==> config.mk <==
export PLATFORM = sky130hd
export DESIGN_NAME = svm_mac_sequencer
export DESIGN_NICKNAME = d
export VERILOG_FILES = /design/src/rtl/svm_mac_sequencer.sv
export SDC_FILE = /design/constraint.sdc
export NUM_CORES = 1
export LEC_CHECK = 0
export CORE_MARGIN = 5
export CORE_UTILIZATION = 40
export DETAILED_ROUTE_END_ITERATION = 10
export GPL_ROUTABILITY_DRIVEN = 0
export PLACE_DENSITY = 0.66
export SLEW_MARGIN = 25
export SYNTH_ARGS = -nofsm -noshare
export SYNTH_HDL_FRONTEND = slang
export SYNTH_SLANG_ARGS = --single-unit
==> constraint.sdc <==
create_clock -name clk -period 3.66 [get_ports clk]
set_input_delay 0.549 -clock clk [delete_from_list [all_inputs] [get_ports clk]]
set_output_delay 0.549 -clock clk [all_outputs]
set_load 0.1 [all_outputs]
==> src/rtl/svm_mac_sequencer.sv <==
// SVM MAC operand sequencer.
// Walks every (instance, support vector, feature) triple once per run and
// drives the memory row/column indices. It also generates the MAC control
// strobes, which are aligned to the fixed one-cycle memory read latency.
module svm_mac_sequencer #(
    parameter int unsigned NUM_FEAT = 2,
    parameter int unsigned NUM_SV   = 3,
    parameter int unsigned NUM_INST = 2,
    localparam int unsigned IW = (NUM_INST > 1) ? $clog2(NUM_INST) : 1,
    localparam int unsigned SW = (NUM_SV > 1) ? $clog2(NUM_SV) : 1,
    localparam int unsigned FW = (NUM_FEAT > 1) ? $clog2(NUM_FEAT) : 1
) (
    input  logic          clk,
    input  logic          rst,
    input  logic          go,
    input  logic          hold,
    output logic [IW-1:0] inst_idx,
    output logic [SW-1:0] sv_idx,
    output logic [FW-1:0] feat_idx,
    output logic          addr_valid,
    output logic          mac_en,
    output logic          mac_clr,
    output logic          mac_last,
    output logic          rc_start,
    output logic          busy,
    output logic          done
);

    localparam logic [IW-1:0] INST_MAX = IW'(NUM_INST - 1);
    localparam logic [SW-1:0] SV_MAX   = SW'(NUM_SV - 1);
    localparam logic [FW-1:0] FEAT_MAX = FW'(NUM_FEAT - 1);

    typedef enum logic [1:0] {
        StIdle,
        StRun,
        StDrain,
        StDone
    } state_e;

    state_e        state_q;
    logic [IW-1:0] inst_q;
    logic [SW-1:0] sv_q;
    logic [FW-1:0] feat_q;
    logic          mac_en_q;
    logic          mac_clr_q;
    logic          mac_last_q;
    logic          rc_start_q;
    logic          first_q;     // no issue has happened yet in this run
    logic          busy_q;
    logic          done_q;
    logic          issue;

    // An issue happens on every unstalled RUN cycle; this is the only
    // combinational output so the memory sees the address in the same cycle.
    assign issue = (state_q == StRun) && !hold;

    // Control FSM, index counters and registered MAC strobes.
    // Strobes are sampled from the issuing cycle so they line up with the
    // read data that arrives one cycle later.
    always_ff @(posedge clk or posedge rst) begin
        if (rst) begin
            state_q    <= StIdle;
            inst_q     <= '0;
            sv_q       <= '0;
            feat_q     <= '0;
            mac_en_q   <= 1'b0;
            mac_clr_q  <= 1'b0;
            mac_last_q <= 1'b0;
            rc_start_q <= 1'b0;
            first_q    <= 1'b0;
            busy_q     <= 1'b0;
            done_q     <= 1'b0;
        end else begin
            mac_en_q   <= issue;
            mac_clr_q  <= issue && (feat_q == '0);
            mac_last_q <= issue && (feat_q == FEAT_MAX);
            rc_start_q <= issue && first_q;
            done_q     <= 1'b0;

            unique case (state_q)
                StIdle: begin
                    if (go) begin
                        state_q <= StRun;
                        busy_q  <= 1'b1;
                        first_q <= 1'b1;
                        inst_q  <= '0;
                        sv_q    <= '0;
                        feat_q  <= '0;
                    end
                end

                StRun: begin
                    if (!hold) begin
                        first_q <= 1'b0;
                        // Feature innermost, instance outermost; the final
                        // carry out of the instance counter ends the run.
                        if (feat_q == FEAT_MAX) begin
                            feat_q <= '0;
                            if (sv_q == SV_MAX) begin
                                sv_q <= '0;
                                if (inst_q == INST_MAX) begin
                                    inst_q  <= '0;
                                    state_q <= StDrain;
                                end else begin
                                    inst_q <= inst_q + 1'b1;
                                end
                            end else begin
                                sv_q <= sv_q + 1'b1;
                            end
                        end else begin
                            feat_q <= feat_q + 1'b1;
                        end
                    end
                end

                // The last read returns here; hold has no effect.
                StDrain: begin
                    state_q <= StDone;
                    done_q  <= 1'b1;
                end

                StDone: begin
                    state_q <= StIdle;
                    busy_q  <= 1'b0;
                end

                default: begin
                    state_q <= StIdle;
                    busy_q  <= 1'b0;
                end
            endcase
        end
    end

    assign addr_valid = issue;
    assign inst_idx   = inst_q;
    assign sv_idx     = sv_q;
    assign feat_idx   = feat_q;
    assign mac_en     = mac_en_q;
    assign mac_clr    = mac_clr_q;
    assign mac_last   = mac_last_q;
    assign rc_start   = rc_start_q;
    assign busy       = busy_q;
    assign done       = done_q;

endmodule

==> qor.yml <==
cts:
  cts_root_buf: "clkbuf_4"
  clk_path_buf_depth: 2
  clk_latency_ns: 0.28
  htree_levels: 1
  cts.clk_slew.worst_paths_ns: 0.08
  post_cts_buffers: 0
  ctsHoldBuffers: 0
  cts.sinks: 13
  cts_tree: "built"
  cts_buffers: 3
  post_cts_resized: 0
yosys:
  synth_edf_count: 0
  avgSynthCellArea_um2: 11.54
  synth_area_leaders: "dfrtp_1 (48%), ha_1 (11%), a32o_1 (2.9%), a31oi_1 (2.8%), and2_1 (2.8%)"
  synthDistinctLibCells: 27
  ys_seq_area_frac: 0.4779
  async_flop_share: 1.000
  ys_warn_count: 0
  synthCells: 59
  synth-seq-cells: 13
  yosysMostFrequentCell: "dfrtp_1"
  synth_area_um2: 680.7
  synthesis.nets: 69
  synth_top_area_share: 0.4779
  ys.flop_type: "dfrtp_1"
  yosys.area.top_type: "dfrtp_1"
  synthTopCellsByCount: "dfrtp_1 (13), ha_1 (6), inv_1 (4)"
placement:
  dpl.hpwl_um: 931.6
  port_buffers: 14
  postPlaceCellArea_um2: 835.8
drt:
  drt_wl_total_um: 1264
  vias: 508
  ant_nets: 0
  via_per_inst: 5.462
  drtIter0Drc: 8
  firstDrtPassIters: 4
  drc_errors: 0
  wl_per_cell_um: 13.59
worst_setup_path:
  cp_top_family: "buffers and inverters"
  crit_arrival_ns: 1.90
  path_max_fanout: 7
  crit_cells: 1
  crit_slowest_cell: "clkdlybuf4s50_1"
  critPathBufInv: 1
  required_ns: 3.11
  regToRegSetupSlack_ns: 1.95
  worstPathCellList: "clkdlybuf4s50_1"
  reg2reg_depth: 5
  rr_endpoint: "state_q[1]"
  worst_setup_path_end_kind: "output port"
  r2r-start: "state_q[0]"
  path_class: "reg -> out"
  cpPeakStageDelay_ns: 1.17
  startpoint_type: "flop"
cells_and_area:
  drive_above_1_share: 0.1053
  nets: 87
  fin_area_um2: 862.1
  post-route-util: 0.5161
  syn_to_final_growth_pct: 26.65
  diodes: 0
timing:
  rsz0062_at_grt: "no"
  tns_ns: 0
  fmax_ghz: 0.4076
  slew_violations: 0
  skew_ns: 0.001817
  worst_pin_slew_ns: 0.9645
  setup_viol: 0
  finalCriticalPeriod_ns: 2.453
  slew_headroom: 0.3550
  hold_violations: 0
  post-route-period-util: 0.6703
global_routing:
  grt_pass1_wl_um: 2173
  grt_start_max_net_pins: 14
  overflow: 0
  grt.total_usage: 0.1164
  antenna_found_initial: 0
  grt_pass1_vias: 468
floorplan:
  start_util: 0.4075
  dieWidth_um: 51.25
  die_area_um2: 2627
  core_area_um2: 1670
  io-pin-count: 15
  rows: 15
  die_h_um: 51.25
min_path:
  holdPathEnd: "rc_start"
  min_from: "first_q"
  min_path_type: "reg -> reg"
  whs_path_depth: 1
status:
  status: "finished clean"
flow_run:
  max_cap_viol_count: 0
## sequential cells by signal (all words and copies together), names as in the netlist
register and flops:
inst_idx 1, done 1, feat_idx 1, sv_idx 2, mac_last 1, first_q 1, state_q 2, rc_start 1
mac_clr 1, mac_en 1, busy 1
## cell type report
cell class / count / area [um^2]
fill: 152 / 808.3
multi-input combinational: 41 / 336.6
sequential: 13 / 325.3
timing repair buffer: 14 / 137.6
clock buffer: 4 / 26.28
tap: 17 / 21.27
inverter: 4 / 15.01
## how the worst max path moves through the flow
stage / start / end / slack, ns
after global routing: sv_idx[1] / sv_idx[1] / 1.14
after global placement: sv_idx[0] / sv_idx[0] / 1.54
after floorplan: feat_idx / state_q[1] / 1.67
after CTS: sv_idx[1] / sv_idx[1] / 1.20
final: sv_idx[0] / sv_idx[0] / 1.21
after detailed placement: sv_idx[1] / sv_idx[1] / 1.53
## layer usage
metal	up-vias	wire, um	track usage
met5	-	0	0
met4	0	19	0.06550
met3	2	104	0.05831
met2	15	618	0.1867
met1	242	522	0.1232
li1	249	-	-
## cells by family (layout without fill, tap and decap cells)
family | count (synthesis) | after routing | synth area share
compound gates | 14 | 14 | 0.1783
fa+ha+maj | 6 | 6 | 0.1103
buf+inv | 5 | 22 | 0.02756
flops | 13 | 13 | 0.4779
mux | 2 | 2 | 0.03125
simple gates | 19 | 19 | 0.1747
## metrics by stage
step	setup slack (ns)	instances	hold WS [ns]
finish	1.207	93	0.4907
floorplan	1.673	59	0.4260
global placement	1.541	89	0.4667
detailed placement	1.528	89	0.4738
CTS	1.202	93	0.4966
global route	1.144	93	0.5076
## cells in the final DEF (no fill, tap or decap), types with 2 or more instances in the layout
cell             synthesis  final
a22o_1                   2      2
a31oi_1                  3      3
a32o_1                   2      2
and2_1                   3      3
clkbuf_4                 0      3
clkdlybuf4s50_1          0     13
dfrtp_1                 13     13
ha_1                     6      6
inv_1                    4      4
nand2_1                  3      3
nand2b_1                 3      3
nor2_1                   2      2
nor3b_1                  2      2
Power is not shown: default switching activity piles up to over one toggle a cycle in this logic, so the estimate is an artifact.
